File: src/rtl/ah_func_sched.sv
// ---------------------------------------------------------------------------
// ah_func_sched
//
// Batch scheduler in front of the fixed-latency ah_func datapath. A batch of
// N operands is accepted one per cycle from the requester and driven on
// pipe_dataa_o. A tag shift register marks which datapath slots carry a real
// operand, so the matching pipe_result_i can be captured into an output FIFO
// LATENCY cycles later. The datapath cannot stall, so issue is gated by
// credits: an operand is only accepted when a FIFO entry is guaranteed to be
// free for its result (inflight + fifo_count < DEPTH).
//
// Ports
//   clk_i          rising-edge clock
//   reset_i        asynchronous, active-high reset
//   start_i        single-cycle batch start, sampled only in IDLE
//   n_items_i      batch length, latched on start
//   busy_o         high while a batch is running or draining
//   done_o         one-cycle pulse when a batch completes
//   in_valid_i     requester operand valid
//   in_data_i      operand (IEEE-754 single precision)
//   in_ready_o     operand accepted this cycle when in_valid_i is high
//   pipe_dataa_o   registered operand to the datapath
//   pipe_result_i  datapath result
//   out_valid_o    FIFO head valid
//   out_data_o     FIFO head (zero when empty)
//   out_ready_i    consumer pops the FIFO head
// ---------------------------------------------------------------------------
module ah_func_sched #(
    parameter int LATENCY = 51,
    parameter int DEPTH   = 64,
    parameter int CNT_W   = 16
) (
    input  logic             clk_i,
    input  logic             reset_i,
    input  logic             start_i,
    input  logic [CNT_W-1:0] n_items_i,
    output logic             busy_o,
    output logic             done_o,
    input  logic             in_valid_i,
    input  logic [31:0]      in_data_i,
    output logic             in_ready_o,
    output logic [31:0]      pipe_dataa_o,
    input  logic [31:0]      pipe_result_i,
    output logic             out_valid_o,
    output logic [31:0]      out_data_o,
    input  logic             out_ready_i
);

    localparam int AW   = (DEPTH > 1) ? $clog2(DEPTH) : 1;
    // Occupancy counters must represent the value DEPTH itself.
    localparam int FC_W = $clog2(DEPTH + 1);
    localparam logic [FC_W:0]   DEPTH_W = (FC_W + 1)'(DEPTH);
    localparam logic [AW-1:0]   LAST_PTR = AW'(DEPTH - 1);

    typedef enum logic [1:0] {
        S_IDLE  = 2'd0,
        S_RUN   = 2'd1,
        S_DRAIN = 2'd2
    } state_t;

    state_t            state_q, state_d;
    logic [CNT_W-1:0]  n_q;
    logic [CNT_W-1:0]  issued_q;
    logic [CNT_W-1:0]  popped_q;
    logic [FC_W-1:0]   inflight_q;
    logic [FC_W-1:0]   fifo_count_q;
    logic [LATENCY:0]  tag_q;
    logic [31:0]       pipe_dataa_q;
    logic              done_q, done_d;
    logic [AW-1:0]     wr_ptr_q;
    logic [AW-1:0]     rd_ptr_q;
    logic [31:0]       mem [DEPTH];

    logic              issue;
    logic              fifo_wr;
    logic              fifo_pop;
    logic              last_issue;
    logic              last_pop;
    logic              credit_ok;
    logic              start_idle;

    // -----------------------------------------------------------------------
    // Handshake terms
    // -----------------------------------------------------------------------
    assign start_idle = (state_q == S_IDLE) && start_i;
    assign issue      = in_valid_i && in_ready_o;
    // The slot leaving the last tag stage carries a real result this cycle.
    assign fifo_wr    = tag_q[LATENCY];
    assign fifo_pop   = out_valid_o && out_ready_i;
    assign last_issue = issue && ((issued_q + CNT_W'(1)) == n_q);
    assign last_pop   = fifo_pop && ((popped_q + CNT_W'(1)) == n_q);
    // Every operand in flight already owns a FIFO slot, so only a pop
    // actually returns a credit.
    assign credit_ok  = (({1'b0, inflight_q} + {1'b0, fifo_count_q}) < DEPTH_W);

    // -----------------------------------------------------------------------
    // FSM: state register
    // -----------------------------------------------------------------------
    always_ff @(posedge clk_i or posedge reset_i) begin
        if (reset_i) begin
            state_q <= S_IDLE;
            done_q  <= 1'b0;
        end else begin
            state_q <= state_d;
            done_q  <= done_d;
        end
    end

    // -----------------------------------------------------------------------
    // FSM: next state
    // -----------------------------------------------------------------------
    always_comb begin
        state_d = state_q;
        done_d  = 1'b0;
        case (state_q)
            S_IDLE: begin
                if (start_i) begin
                    if (n_items_i == '0) begin
                        done_d = 1'b1;
                    end else begin
                        state_d = S_RUN;
                    end
                end
            end
            S_RUN: begin
                if (last_issue) begin
                    state_d = S_DRAIN;
                end
            end
            S_DRAIN: begin
                if (last_pop) begin
                    state_d = S_IDLE;
                    done_d  = 1'b1;
                end
            end
            default: begin
                state_d = S_IDLE;
            end
        endcase
    end

    // -----------------------------------------------------------------------
    // FSM: outputs
    // -----------------------------------------------------------------------
    always_comb begin
        busy_o     = (state_q == S_RUN) || (state_q == S_DRAIN);
        in_ready_o = (state_q == S_RUN) && (issued_q < n_q) && credit_ok;
        done_o     = done_q;
    end

    // -----------------------------------------------------------------------
    // Batch counters
    // -----------------------------------------------------------------------
    always_ff @(posedge clk_i or posedge reset_i) begin
        if (reset_i) begin
            n_q      <= '0;
            issued_q <= '0;
            popped_q <= '0;
        end else if (start_idle) begin
            n_q      <= n_items_i;
            issued_q <= '0;
            popped_q <= '0;
        end else begin
            if (issue) begin
                issued_q <= issued_q + CNT_W'(1);
            end
            if (fifo_pop) begin
                popped_q <= popped_q + CNT_W'(1);
            end
        end
    end

    // -----------------------------------------------------------------------
    // Credit bookkeeping
    // -----------------------------------------------------------------------
    always_ff @(posedge clk_i or posedge reset_i) begin
        if (reset_i) begin
            inflight_q   <= '0;
            fifo_count_q <= '0;
        end else begin
            case ({issue, fifo_wr})
                2'b10:   inflight_q <= inflight_q + FC_W'(1);
                2'b01:   inflight_q <= inflight_q - FC_W'(1);
                default: inflight_q <= inflight_q;
            endcase
            case ({fifo_wr, fifo_pop})
                2'b10:   fifo_count_q <= fifo_count_q + FC_W'(1);
                2'b01:   fifo_count_q <= fifo_count_q - FC_W'(1);
                default: fifo_count_q <= fifo_count_q;
            endcase
        end
    end

    // -----------------------------------------------------------------------
    // Operand register and slot tags. Clearing the tags on reset is what
    // discards results of an abandoned batch still inside the datapath.
    // -----------------------------------------------------------------------
    always_ff @(posedge clk_i or posedge reset_i) begin
        if (reset_i) begin
            pipe_dataa_q <= '0;
            tag_q        <= '0;
        end else begin
            if (issue) begin
                pipe_dataa_q <= in_data_i;
            end
            tag_q <= {tag_q[LATENCY-1:0], issue};
        end
    end

    assign pipe_dataa_o = pipe_dataa_q;

    // -----------------------------------------------------------------------
    // Result FIFO (first-word fall-through). Storage is written without
    // reset; validity comes solely from fifo_count_q.
    // -----------------------------------------------------------------------
    always_ff @(posedge clk_i) begin
        if (fifo_wr) begin
            mem[wr_ptr_q] <= pipe_result_i;
        end
    end

    always_ff @(posedge clk_i or posedge reset_i) begin
        if (reset_i) begin
            wr_ptr_q <= '0;
            rd_ptr_q <= '0;
        end else begin
            if (fifo_wr) begin
                wr_ptr_q <= (wr_ptr_q == LAST_PTR) ? '0 : wr_ptr_q + AW'(1);
            end
            if (fifo_pop) begin
                rd_ptr_q <= (rd_ptr_q == LAST_PTR) ? '0 : rd_ptr_q + AW'(1);
            end
        end
    end

    assign out_valid_o = (fifo_count_q != '0);
    // Forced to zero when empty so reset leaves a clean output bus.
    assign out_data_o  = out_valid_o ? mem[rd_ptr_q] : 32'h0;

endmodule

File: config.mk
export PLATFORM = sky130hd
export DESIGN_NAME = ah_func_sched
export DESIGN_NICKNAME = d
export VERILOG_FILES = /design/src/rtl/ah_func_sched.sv
export SDC_FILE = /design/constraint.sdc
export NUM_CORES = 2
export LEC_CHECK = 0
export ABC_AREA = 1
export BUFFER_PORTS_ARGS = -buffer_cell sky130_fd_sc_hd__buf_4
export CORE_MARGIN = 8
export CORE_UTILIZATION = 60
export CTS_BUF_LIST = sky130_fd_sc_hd__clkbuf_4
export DETAILED_ROUTE_END_ITERATION = 10
export PLACE_DENSITY_LB_ADDON = 0.12
export SKIP_LAST_GASP = 1
export SLEW_MARGIN = 10
export SYNTH_ARGS = -nofsm -noshare
export SYNTH_HDL_FRONTEND = slang
export SYNTH_SLANG_ARGS = --single-unit
File: constraint.sdc
create_clock -name clk_i -period 8.3 [get_ports clk_i]
set_input_delay 2.49 -clock clk_i [delete_from_list [all_inputs] [get_ports clk_i]]
set_output_delay 2.49 -clock clk_i [all_outputs]
set_load 0.01 [all_outputs]
* After elaboration in Yosys (flattened, before gate mapping)
Memory sizes are Yosys's and may differ from the RTL's.
Cells that the tools add are included.
** Storage, ports and cells
- Register bits :: 161
- Latch bits :: 0
- RAM bits :: 2048
- Bits in read-only memories :: 0
- Input bits :: 85
- Output and inout port bits :: 68
- Logic and storage cells :: 73
- Memories :: 1
** Memories
- mem :: depth 64, width 32, read ports 1, clocked after Yosys merged registers in 0, write ports 1, RTL line 72 : logic [31:0] mem [DEPTH];
** Cells by class
- Add/sub/neg operators :: 9
- Multiply operators :: 0
- Div/mod/pow operators :: 0
- $lt $le $gt $ge :: 2
- Eq/ne operators :: 14
- Shift-type cells :: 0
- Muxes and demuxes :: 20
- Bitwise operators :: 0
- Reductions and logical operators :: 16
** Operator list (number)
- $mux W16 :: 4
- $add A16 B1 Y16 const B :: 2
- $eq A16 B16 Y1 :: 2
- $mux W32 :: 1
- $pmux W7 S2 :: 2
- $logic_not A16 Y1 :: 1
- $lt A16 B16 Y1 :: 1
- $add A7 B1 Y7 const B :: 2
- $sub A7 B1 Y7 const B :: 2
- $add A6 B1 Y6 const B :: 2
- $eq A6 B6 Y1 const B :: 2
- $mux W6 :: 2
- $add A7 B7 Y8 :: 1
- $lt A8 B7 Y1 const B :: 1
- $mux W2 :: 4
- $ne A2 B2 Y1 const B :: 4
- $reduce_bool A2 Y1 :: 4
- $logic_and A1 B1 Y1 :: 7
- $reduce_bool A7 Y1 :: 1
- $eq A2 B1 Y1 const B :: 3
- $eq A2 B2 Y1 const B :: 3
- $pmux W2 S3 :: 1
- $mux W1 :: 5
- $reduce_and A4 Y1 :: 1
- other kinds (3) :: 3

* Logic depth before layout (Yosys ltp)
- Depth in word-level cells :: 7
- Depth in mapped cells :: 26
- Depth with buffers taken out :: 24

* Worst setup path before layout
No wires, ideal clock.
- Path kind :: input to register
- Start point :: in out_ready_i
- End point :: reg fifo_count_q[6]
- Setup time :: 0.128 ns
- Data arrival time :: 4.562 ns
- Required time :: 8.172 ns
- Path slack :: 3.611 ns
- Stages :: 14
- Path buffers :: 1
- Cells stage by stage :: inv_1 -> nor2_4 -> clkbuf_1 -> ha_1 -> inv_1 -> fa_1 -> inv_1 -> a31oi_1 -> or2_2 -> nand2_1 -> a21oi_1 -> xor2_1 -> nand2_1 -> o21ai_0
** Between the ends
- Cells in the longest elaborated chain, start to end :: 3
- Elaborated cells on any way between the ends :: 5
- Classes of those cells :: 2 x eq/ne; 1 x mux; 2 x reduce/logical
** RTL lines
- start, declared :: RTL line 46 : input logic out_ready_i
- $logic_and A1 B1 Y1 * :: RTL line 89 : assign fifo_pop = out_valid_o && out_ready_i;
- named net fifo_pop :: RTL line 76 : logic fifo_pop;
- $eq A2 B1 Y1 / $eq A2 B2 Y1 (equally long branches) :: RTL line 186 : case ({fifo_wr, fifo_pop})
- $pmux W7 S2 / $reduce_bool A2 Y1 (equally long branches)
- end signal, assigned :: RTL line 187 : 2'b10: fifo_count_q <= fifo_count_q + FC_W'(1);
- end signal, assigned :: RTL line 188 : 2'b01: fifo_count_q <= fifo_count_q - FC_W'(1);
- end signal, assigned :: RTL line 189 : default: fifo_count_q <= fifo_count_q;
- end, declared :: RTL line 66 : logic [FC_W-1:0] fifo_count_q;
Mark *: on every way through the listed nets, which the timed path passes. The rest lies on a longest branch.
A chain may end at the register's enable or synchronous reset.

* Worst setup path after layout
- Start point :: reg rd_ptr_q[1]
- End point :: out out_data_o[16]
** Between the ends
- Cells in the longest elaborated chain, start to end :: 2
** RTL lines
- start, declared :: RTL line 71 : logic [AW-1:0] rd_ptr_q;
- start signal, assigned :: RTL line 231 : rd_ptr_q <= (rd_ptr_q == LAST_PTR) ? '0 : rd_ptr_q + AW'(1);
- $mem_v2 Z64 W32
- $mux W32 :: RTL line 238 : assign out_data_o = out_valid_o ? mem[rd_ptr_q] : 32'h0;
- end, declared :: RTL line 45 : output logic [31:0] out_data_o,
No other way between the ends.

==> impl_metrics.tcl <==
set metrics [dict create \
    r2r_cells 18 \
    crit_buf_inv 3 \
    hold_path_class "flop to flop" \
    dpl-instance-area_um2 90900 \
    worst_pin_slew_ns 1.08 \
    ir_drop_uv 260 \
    finalClockSkew_ns 0.0767 \
    hold_start "tag_q[27]" \
    synth_ff_type "edfxtp_1" \
    postCtsResizedCells 0 \
    n_fill_cell 10600 \
    worstPathCellList "inv_8, buf_4, o21ai_0, o221ai_1, nand3_1, nand3_1, nand2_1, a31oi_1, buf_4" \
    r2r_start "n_q[14]" \
    initial_utilization_pct 60.3 \
    drt_pass1_iterations 6 \
    clock_latency_ns 1.27 \
    pin_count 153 \
    clk_pin_slew_worst_paths_ns 0.06 \
    overflow 0 \
    grt_max_degree 225 \
    crit_type "flop to primary output" \
    whs_endpoint "tag_q[28]" \
    multi_input_area_um2 20100 \
    avgSynthCellArea_um2 12.9 \
    ys_seq_area_share_pct 74.6 \
    syn2layout_area_growth_pct 11.0 \
    maxSlewHeadroom_pct 27.4 \
    critPathLaunchType "flop" \
    die_y_um 399 \
    final_area_um2 97400 \
    path_delay_family "buffers and inverters" \
    ff_latch_area_um2 65500 \
    clk_path_buf_depth 4 \
    status "complete, no violations" \
    grt_pass1_wl_mm 358 \
    cts_buffers 572 \
    cp.required_ns 5.81 \
    syn_nets 6922 \
    ys_warn_count 0 \
    power_leakage_nw 33.1 \
    rsz0062_at_grt "no" \
    min_path_cells 0 \
    clock.fmax_ghz 0.134 \
    viasPerCell 6.31 \
    wl_mm 245 \
    die_x_um 399 \
    port_buffers 152 \
    drcViolationCount 0 \
    power_density_nw_per_um2 313 \
    drive_above_1_share_pct 16.2 \
    crit_slowest_cell "inv_8" \
    final.setup.tns_ns 0 \
    critPathMaxFanout 149 \
    fin_crit_sh_pct 89.9 \
    drtIter0Drc 7901 \
    core_um2 146000 \
    synth_edf_count 2048 \
    nets 7314 \
    yosysUniqueCellTypes 42 \
    final_hold_viol_count 0 \
    end_kind "primary output" \
    ys_seq_elements 2209 \
    final_antenna_net_count 0 \
    cts-root-buf "clkbuf_4" \
    final_max_slew_viol_count 0 \
    worst-r2r-setup-slack_ns 3.73 \
    setup_viol 0 \
    die_area_um2 159000 \
    cts_setup_buffers 0 \
    dp_hpwl_mm 121 \
    floorplan.rows 140 \
    cpPeakStageDelay_ns 0.72 \
    cts_hold_buf 0 \
    cp.arrival_ns 4.98 \
    htreeDepth 6 \
    vias 59500 \
    antenna_found_initial 6 \
    gp_congestion 0.821 \
    grt_usage_pct 30.1 \
    postSynthCellCount 6794 \
    period_minus_slack_ns 7.47 \
    grt_pass1_vias 57500 \
    tritoncts "built" \
    worst_r2r_endpoint "inflight_q[6]" \
    wire_per_inst_um 26.0 \
    maxCapViolCount 0 \
    async_flop_share_pct 7.29 \
    numClockSinks 2209 \
    syn-cell-area_um2 87800 \
]
-- Yosys cell counts, drive strengths merged, types with 9 or more instances --
library cell / number / area [um^2]
edfxtp: 2048 / 61500
clkbuf: 274 / 1030
a21oi: 96 / 480
dfrtp: 161 / 4030
inv: 130 / 490
nand3: 322 / 1620
nor2: 1196 / 4550
o221ai: 176 / 1540
o22ai: 321 / 2010
o21ai: 1081 / 5410
nand4: 45 / 282
xor2: 9 / 78.8
o211ai: 80 / 601
buf: 179 / 1090
nand2: 576 / 2170
ha: 41 / 513
a31oi: 27 / 169
-- final cells by class --
type	instances	share of cell area, %
clock buffer	810	6.24
tap	1917	2.46
multi-input combinational	3998	20.7
sequential	2209	67.3
antenna	10	0.0257
clock inverter	87	0.493
timing repair buffer	271	2.28
inverter	134	0.560
-- stage by stage --
| stage | cells | setup slack, ns | power [W] | hold WS (ns) | util (%) |
|---|---|---|---|---|---|
| final | 9436 | 0.835 | 0.0305 | 0.313 | 66.9 |
| after floorplan | 6794 | 1.46 | 0.0184 | 0.331 | - |
| after global placement | 8529 | 2.11 | 0.0217 | 0.334 | 62.4 |
| after CTS | 9426 | 0.747 | 0.0305 | 0.298 | 66.9 |
| after global routing | 9433 | 0.580 | 0.0318 | 0.321 | 66.9 |
| after detailed placement | 8529 | 2.14 | 0.0218 | 0.335 | 62.4 |
-- layer usage --
layer  vias to the layer above  GRT usage (%)  part of all wire, %
met5                         -              0               0.0053
li1                      26300              -                    -
met4                         2           13.5                  4.3
met2                      3540           47.4                   46
met3                       601           6.37                   11
met1                     29100           40.9                   39
-- sequential cells by signal, summed over array words and instances, names as in the netlist --
register / count
inflight_q: 7
pipe_dataa_o: 32
tag_q: 52
popped_q: 16
done_o: 1
state_q: 2
issued_q: 16
fifo_count_q: 7
n_q: 16
rd_ptr_q: 6
wr_ptr_q: 6
mem: 2048
-- worst max-delay path by stage --
stage                            from             end  slack, ns  cells past startpoint
after floorplan               reset_i          done_o       1.46                      1
after global placement    rd_ptr_q[0]  out_data_o[31]       2.11                      9
after detailed placement  rd_ptr_q[0]  out_data_o[31]       2.14                      9
after CTS                 rd_ptr_q[0]  out_data_o[31]       0.75                      9
after global routing      rd_ptr_q[0]  out_data_o[31]       0.58                      9
final                     rd_ptr_q[1]  out_data_o[16]       0.83                      9
-- worst reg2reg max path: cells and delay by family, from the launching register on --
family	cells	cell delay, ns
simple gates	7	1.53
buf+inv	2	0.23
fa+ha+maj	3	1.33
compound gates	5	0.81
xor+xnor	1	0.15
flops	1	0.44
-- report_power, final --
group | leakage [nW] | total (W) | switching (W) | internal (W)
sequential | 20.5 | 0.0126 | 0.000256 | 0.0124
combinational | 8.55 | 0.00912 | 0.00648 | 0.00264
clock | 3.99 | 0.00873 | 0.00414 | 0.00459
-- cell families (layout without fill, tap and decap cells) --
family | Yosys count | after routing | synth area share [%]
buf+inv | 587 | 1302 | 2.99
fa+ha+maj | 43 | 43 | 0.630
other cells | 0 | 10 | 0
compound gates | 1787 | 1787 | 11.7
flops | 2209 | 2209 | 74.6
xor+xnor | 14 | 14 | 0.155
simple gates | 2154 | 2154 | 9.92
-- cells in the final DEF (no fill, tap or decap), types with 18 or more instances in the layout --
cell	netlist	layout
nand4_1	45	45
a21oi_1	96	96
edfxtp_1	2048	2048
o221ai_1	176	176
dfrtp_1	161	157
a31oi_1	27	27
nand3_1	321	320
nand2_1	573	573
clkbuf_4	0	810
o21ai_1	47	47
ha_1	41	41
o22ai_1	321	321
inv_2	4	18
inv_1	125	122
nor2_4	7	69
clkinv_1	4	56
o21ai_0	1034	1034
buf_4	48	256
o211ai_1	80	80
nor2_1	1184	1122
Power figures use the tool's default switching activity.
